**config.mk**
```make
export PLATFORM = sky130hd
export DESIGN_NAME = uart_rx_frame_ctrl
export DESIGN_NICKNAME = d
export VERILOG_FILES = /design/src/rtl/uart_rx_frame_ctrl.sv
export SDC_FILE = /design/constraint.sdc
export NUM_CORES = 1
export LEC_CHECK = 0
export CAP_MARGIN = 20
export CORE_MARGIN = 1
export CORE_UTILIZATION = 54
export DETAILED_ROUTE_END_ITERATION = 8
export GPL_TIMING_DRIVEN = 0
export PLACE_DENSITY = 0.78
export SLEW_MARGIN = 15
export SYNTH_ARGS = -nofsm -noshare
export SYNTH_HDL_FRONTEND = slang
export SYNTH_SLANG_ARGS = --single-unit
```
**constraint.sdc**
```tcl
create_clock -name clock -period 3.07 [get_ports clock]
set_clock_uncertainty 0.15 [all_clocks]
set_input_delay 0.614 -clock clock [delete_from_list [all_inputs] [get_ports clock]]
set_output_delay 0.614 -clock clock [all_outputs]
set_load 0.01 [all_outputs]
```
**src/rtl/uart_rx_frame_ctrl.sv**
```systemverilog
// rtl/uart_rx_frame_ctrl.sv - UART byte stream to command frame sequencer with inter-byte timeout
// Optional build macro: UART_FRAME_CHECKSUM_EN adds a third (checksum) byte and the checksum_err output.
module uart_rx_frame_ctrl #(
    parameter int unsigned clock_bit     = 5208,
    parameter int unsigned timeout_bytes = 3
) (
    input  logic       clock,
    input  logic       reset,
    input  logic       rx_done,
    input  logic [7:0] rx_data,
    output logic [7:0] frame_cmd,
    output logic [7:0] frame_data,
    output logic       frame_valid,
    input  logic       frame_ack,
    output logic       timeout_err,
    output logic       overrun_err,
    input  logic       err_clear,
`ifdef UART_FRAME_CHECKSUM_EN
    output logic       checksum_err,
`endif
    output logic       busy
);

    // Silence of one full timeout window, in clock cycles (10 bit times per byte).
    localparam logic [31:0] LIMIT    = 32'(timeout_bytes * 10 * clock_bit);
    localparam logic [31:0] LIMIT_M1 = LIMIT - 32'd1;
    localparam logic [31:0] CNT_MAX  = 32'hFFFF_FFFF;

    typedef enum logic [1:0] {
        ST_IDLE      = 2'd0,
        ST_WAIT_DATA = 2'd1,
        ST_HOLD      = 2'd2,
        ST_WAIT_SUM  = 2'd3
    } state_t;

    state_t      state_q, state_d;
    logic [31:0] cnt_q, cnt_d;
    logic [7:0]  frame_cmd_q, frame_cmd_d;
    logic [7:0]  frame_data_q, frame_data_d;
    logic        timeout_err_q, timeout_err_d;
    logic        overrun_err_q, overrun_err_d;
    logic        overrun_set;
    logic        in_wait;
    logic        tmo_hit;
    logic        byte_accepted;
`ifdef UART_FRAME_CHECKSUM_EN
    logic        checksum_err_q, checksum_err_d;
    logic        sum_ok;
`endif

    // Decode of timing conditions shared by the next-state and output logic.
    always_comb begin
`ifdef UART_FRAME_CHECKSUM_EN
        in_wait = (state_q == ST_WAIT_DATA) || (state_q == ST_WAIT_SUM);
        sum_ok  = (rx_data == (frame_cmd_q ^ frame_data_q));
`else
        in_wait = (state_q == ST_WAIT_DATA);
`endif
        // A byte arriving in the deadline cycle beats the timeout.
        tmo_hit       = in_wait && !rx_done && (cnt_q == LIMIT_M1);
        // In HOLD a byte is only taken when the pending frame is acked alongside it.
        byte_accepted = rx_done && ((state_q != ST_HOLD) || frame_ack);
    end

    // State register; reset wins over every other input.
    always_ff @(posedge clock) begin
        if (reset) begin
            state_q <= ST_IDLE;
        end else begin
            state_q <= state_d;
        end
    end

    // Next-state logic for frame assembly and handoff.
    always_comb begin
        state_d = state_q;
        case (state_q)
            ST_IDLE: begin
                if (rx_done) begin
                    state_d = ST_WAIT_DATA;
                end
            end
            ST_WAIT_DATA: begin
                if (rx_done) begin
`ifdef UART_FRAME_CHECKSUM_EN
                    state_d = ST_WAIT_SUM;
`else
                    state_d = ST_HOLD;
`endif
                end else if (tmo_hit) begin
                    state_d = ST_IDLE;
                end
            end
            ST_HOLD: begin
                if (frame_ack) begin
                    state_d = rx_done ? ST_WAIT_DATA : ST_IDLE;
                end
            end
`ifdef UART_FRAME_CHECKSUM_EN
            ST_WAIT_SUM: begin
                if (rx_done) begin
                    state_d = sum_ok ? ST_HOLD : ST_IDLE;
                end else if (tmo_hit) begin
                    state_d = ST_IDLE;
                end
            end
`endif
            default: state_d = ST_IDLE;
        endcase
    end

    // Output/datapath next values: byte latching, error pulses and the silence counter.
    always_comb begin
        frame_cmd_d   = frame_cmd_q;
        frame_data_d  = frame_data_q;
        timeout_err_d = 1'b0;
        overrun_set   = 1'b0;
`ifdef UART_FRAME_CHECKSUM_EN
        checksum_err_d = 1'b0;
`endif
        case (state_q)
            ST_IDLE: begin
                if (rx_done) begin
                    frame_cmd_d = rx_data;
                end
            end
            ST_WAIT_DATA: begin
                if (rx_done) begin
                    frame_data_d = rx_data;
                end else if (tmo_hit) begin
                    timeout_err_d = 1'b1;
                end
            end
            ST_HOLD: begin
                if (rx_done) begin
                    if (frame_ack) begin
                        frame_cmd_d = rx_data;
                    end else begin
                        overrun_set = 1'b1;
                    end
                end
            end
`ifdef UART_FRAME_CHECKSUM_EN
            ST_WAIT_SUM: begin
                if (rx_done) begin
                    checksum_err_d = !sum_ok;
                end else if (tmo_hit) begin
                    timeout_err_d = 1'b1;
                end
            end
`endif
            default: begin
            end
        endcase

        // A new drop outranks a clear request in the same cycle.
        overrun_err_d = overrun_set || (overrun_err_q && !err_clear);

        // Counter restarts on each accepted byte and saturates while waiting.
        if (byte_accepted) begin
            cnt_d = 32'd0;
        end else if (in_wait && (cnt_q != CNT_MAX)) begin
            cnt_d = cnt_q + 32'd1;
        end else begin
            cnt_d = cnt_q;
        end
    end

    // Datapath registers; a reset drops any partial or pending frame silently.
    always_ff @(posedge clock) begin
        if (reset) begin
            cnt_q         <= 32'd0;
            frame_cmd_q   <= 8'd0;
            frame_data_q  <= 8'd0;
            timeout_err_q <= 1'b0;
            overrun_err_q <= 1'b0;
`ifdef UART_FRAME_CHECKSUM_EN
            checksum_err_q <= 1'b0;
`endif
        end else begin
            cnt_q         <= cnt_d;
            frame_cmd_q   <= frame_cmd_d;
            frame_data_q  <= frame_data_d;
            timeout_err_q <= timeout_err_d;
            overrun_err_q <= overrun_err_d;
`ifdef UART_FRAME_CHECKSUM_EN
            checksum_err_q <= checksum_err_d;
`endif
        end
    end

    assign frame_cmd   = frame_cmd_q;
    assign frame_data  = frame_data_q;
    assign frame_valid = (state_q == ST_HOLD);
    assign timeout_err = timeout_err_q;
    assign overrun_err = overrun_err_q;
    assign busy        = (state_q != ST_IDLE);
`ifdef UART_FRAME_CHECKSUM_EN
    assign checksum_err = checksum_err_q;
`endif

endmodule
```
; Yosys cells after proc, flatten, opt, wreduce, memory -nomap -nowiden
; Index checks and enable logic that the tools add are counted.
[classes]
n_shift = 0
order_cmp = 0
n_div = 0
muxes = 14
n_eq_ne = 9
mul = 0
add_sub_neg = 1
bitwise = 1
n_reduce_logical = 17
[ops]
columns = operator, n
row1 = $add A32 B1 Y32 const B, 1
row2 = $eq A32 B18 Y1 const B, 1
row3 = $ne A32 B32 Y1 const B, 1
row4 = $mux W8, 3
row5 = $pmux W8 S2, 1
row6 = $mux W2, 4
row7 = $ne A2 B2 Y1 const B, 3
row8 = $pmux W2 S3, 1
row9 = $logic_and A1 B1 Y1, 5
row10 = $mux W1, 5
row11 = $reduce_and A4 Y1, 1
row12 = $reduce_bool A2 Y1, 2
row13 = $ne A3 B2 Y1 const B, 1
row14 = $reduce_and A3 Y1, 1
row15 = $reduce_or A3 Y1, 1
row16 = $eq A2 B1 Y1 const B, 1
row17 = $eq A2 B2 Y1 const B, 1
row18 = $logic_not A1 Y1, 2
row19 = $logic_not A2 Y1, 1
row20 = $logic_or A1 B1 Y1, 2
row21 = $ne A2 B1 Y1 const B, 1
row22 = $reduce_and A2 Y1, 1
row23 = $reduce_or A2 Y1, 1
row24 = $not A1 Y1, 1
[word_totals]
in_bits = 13
wordCells = 48
ram_bits = 0
regBits = 52
latch_bits = 0
rom_bits = 0
output_inout_bits = 20
memories = 0

; Longest topological paths before layout
[logic_depth]
ltp_word = 6
mapped_depth = 8
depth_no_buf = 6

; Worst setup path before layout
; Ideal clock, no wire load.
[synth_path]
path_type = register to register
start = register cnt_q[0]
end = register cnt_q[29]
n_path_buf = 1
arrival_time_ns = 1.901
t_required_ns = 2.804
setup_ns = 0.116
period_less_slack_ns = 2.167
stages_incl_launch_ff = 7
slack_ns = 0.903
path_cell_list = dfxtp_1 ha_1 nand3_1 or4_1 buf_4 o2111a_1 a31o_1
[synth_between]
elab_chain_cells = 2
word_cells_on_any_way = 3
cone_classes = add/sub (1) / eq/ne (1) / reduce/logical (1)
[synth_lines]
columns = element, line_no
row1 = start: declaration, 37  ; logic [31:0] cnt_q, cnt_d;
row2 = start signal: assignment, 181  ; cnt_q <= cnt_d;
row3 = branches (longest 2 deep; another with $add A32 B1 Y32), -
; Parallel ways; which one is timed is not known.
; A chain may end at the register's enable or synchronous reset.

; Worst setup path after layout
[layout_path]
start = input port frame_ack
end = register cnt_q[5]
[layout_between]
elab_chain_cells = 3
[layout_lines]
columns = element, line_no
row1 = start: declaration, 14  ; input logic frame_ack,
row2 = $logic_or A1 B1 Y1, 62  ; byte_accepted = rx_done && ((state_q != ST_HOLD) || frame_ack);
row3 = $logic_and A1 B1 Y1, 62
row4 = $reduce_or A2 Y1 (no line), -
; No other way between the ends.

==> run summary <==
status - finished clean
root buffer cell - clkbuf_8
Clock Path Buffers - 2
Post-DP Area - 2880 sq um
Leakage - 0.9463 nW
Die Wd - 69.97 microns
largest net degree at the start of global routing - 17
fin nets - 332
setup_tns - 0 ps
Final Instance Area - 2978 sq um
clk_lat worst skew - 300 ps
core area - 4384 sq um
Synth top area share - 0.4173
Hold Fails Final Rpt - 0
Ant. Diodes - 0
port bufs - 32
DRT Wirelength - 5366 microns
initial DRC count - 92
routed len/inst - 14.46 microns
initial core utilization - 0.5691
die height - 69.97 microns
Worst setup SP type - input pin
Worst Path Required - 3100 ps
CTS Sinks - 52
Final Worst Setup Slack - 510.3 ps
I/O Pins - 33
syn_nets - 293
synth top area cells - dfxtp_1 (42%), xnor2_1 (6.0%), nor2_1 (5.4%)
Mapped Cells - 279
Post-CTS Hold Buffers - 0
sequential area share after synthesis - 0.4173
area grow syn2layout - 19.36%
pwr/cell area - 411.4 nW/um^2
async set-reset flop share out of synthesis - 0
Power Total - 1.225 mW
number of global-route vias before repair - 2022
first drt pass iteration count - 4
ys flop type - dfxtp_1
Post-Place Worst Slack - 145.8 ps
average instance area after synthesis - 8.942 sq um
GPL Wtd Cong - 0.8569
max-slew violation count - 0
share of cells above drive strength 1 - 0.06897
DR vias/cell - 5.860
non-filler cells, final - 371
area leader, netlist - dfxtp_1
All-Layer GR Usage - 0.2326
Cell variety after synth - 43
Fmax - 390.7 MHz
Finish-stage setup viols - 0
HPWL after DPL - 4017 microns
Max Cap Viol - 0
number of flops mapped to enable cells by yosys - 0
total CTS buffers - 5
Synth warnings - 0
Worst Tran Pin Value - 883.0 ps
Reg2Reg Setup Slack - 580 ps
Antenna Nets Post-Route - 0
vias - 2174
Inst Count DP - 363
Crit Path Class - in -> reg
CTS tree - done
post_cts resized - 0
Synth Cell Area - 2495 sq um
RSZ-0062 raised after global routing - no
first-pass GRT wire length - 9356 microns
num rows - 24
Max H-tree Level - 2
grt total ovfl - 0
DRC - 0
Slew HR - 0.4092
Min-Delay Path Class - reg -> reg
fin crit share - 0.8338
Post-CTS Setup Inserts - 0
FF/Latch Area - 1041 sq um
nature of the critical path endpoint - flop
antenna violations before repair - 0
DIE AREA - 4896 sq um
Clk pin slew, worst setup/hold paths - 90 ps
worst vdd ir - 0.3825 mV
area of the multi-input gates - 1380 sq um
Fin Hold WS - 315.1 ps
register bit total from synthesis - 52
Final Util - 0.6792
Fill cells - 341
fin crit period - 2560 ps
crit-path max FO - 10
Data arrival, critical path - 2590 ps
[worst max-delay path: stages]
cell,delay (ps)
clkdlybuf4s50_1,450
or3b_1,190
nand2_1,110
nand2b_1,210
clkbuf_1,450
clkbuf_1,450
nor2_1,100
[layer usage]
| metal | part of all wire | global-route usage |
|---|---|---|
| met3 | 0.041 | 0.05483 |
| met2 | 0.46 | 0.3825 |
| met1 | 0.48 | 0.3051 |
| met5 | 0 | 0 |
| met4 | 0.015 | 0.06444 |
[report_power, final]
group	switching [mW]	internal, mW	total (mW)
clock	0.226	0.183	0.409
sequential	0.00881	0.687	0.696
combinational	0.0638	0.0559	0.120
total	0.299	0.926	1.23
[synth_stat cells, drive strengths merged, types with 5 or more instances]
| master | number |
|---|---|
| dfxtp | 52 |
| nor2 | 36 |
| a21oi | 24 |
| nand2 | 24 |
| xnor2 | 17 |
| nand3 | 15 |
| clkbuf | 11 |
| nand4 | 11 |
| mux2i | 9 |
| nor4 | 9 |
| or3 | 9 |
| o21ai | 8 |
| and4 | 7 |
| a2111oi | 6 |
| a211oi | 5 |
[cells in the final DEF (no fill, tap or decap), types with 2 or more instances in the layout]
| cell | synthesis | final |
|---|---|---|
| nand2_1 | 24 | 24 |
| a2111oi_1 | 2 | 2 |
| or3_1 | 9 | 9 |
| nand3_1 | 15 | 15 |
| buf_2 | 2 | 2 |
| a211oi_1 | 5 | 5 |
| nor2b_1 | 3 | 3 |
| nand2b_1 | 2 | 2 |
| mux2i_1 | 9 | 9 |
| nand4_1 | 9 | 9 |
| and4_1 | 7 | 7 |
| clkbuf_1 | 11 | 11 |
| nor4_1 | 4 | 4 |
| dfxtp_1 | 52 | 52 |
| xnor2_1 | 17 | 17 |
| clkinvlp_4 | 0 | 2 |
| inv_1 | 4 | 4 |
| nor4_4 | 4 | 4 |
| clkdlybuf4s50_1 | 0 | 32 |
| a31o_1 | 4 | 4 |
| a2111oi_0 | 4 | 4 |
| nor4b_1 | 4 | 4 |
| a21oi_1 | 23 | 23 |
| nor2_1 | 36 | 36 |
| and2_1 | 2 | 2 |
| o21ai_1 | 8 | 8 |
| clkbuf_8 | 0 | 6 |
[cell families (layout without fill, tap and decap cells)]
family,count (synthesis),count (layout),synth area share
buf+inv,18,58,0.02959
compound gates,53,53,0.1484
flops,52,52,0.4173
mux,9,9,0.03611
xor+xnor,18,18,0.06319
fa+ha+maj,1,1,0.005014
simple gates,128,128,0.3004
[cell type report]
type | instances | area share
clock inverter | 2 | 0.005042
buffer | 14 | 0.01975
multi-input combinational | 209 | 0.4634
inverter | 4 | 0.005042
tap | 52 | 0.02185
clock buffer | 6 | 0.02773
sequential | 52 | 0.3496
timing repair buffer | 32 | 0.1076
[final timing paths]
kind                  from             to  cells after the start
max              frame_ack       cnt_q[5]                      7
min          frame_data[6]  frame_data[6]                      2
max reg2reg       cnt_q[0]       cnt_q[9]                      7
min reg2reg  frame_data[6]  frame_data[6]                      2
[sequential cells by signal (all words and copies together) (netlist names)]
signal	count
cnt_q	32
frame_cmd	8
frame_data	8
overrun_err	1
state_q	2
timeout_err	1
(Power assumes the default switching activity.)
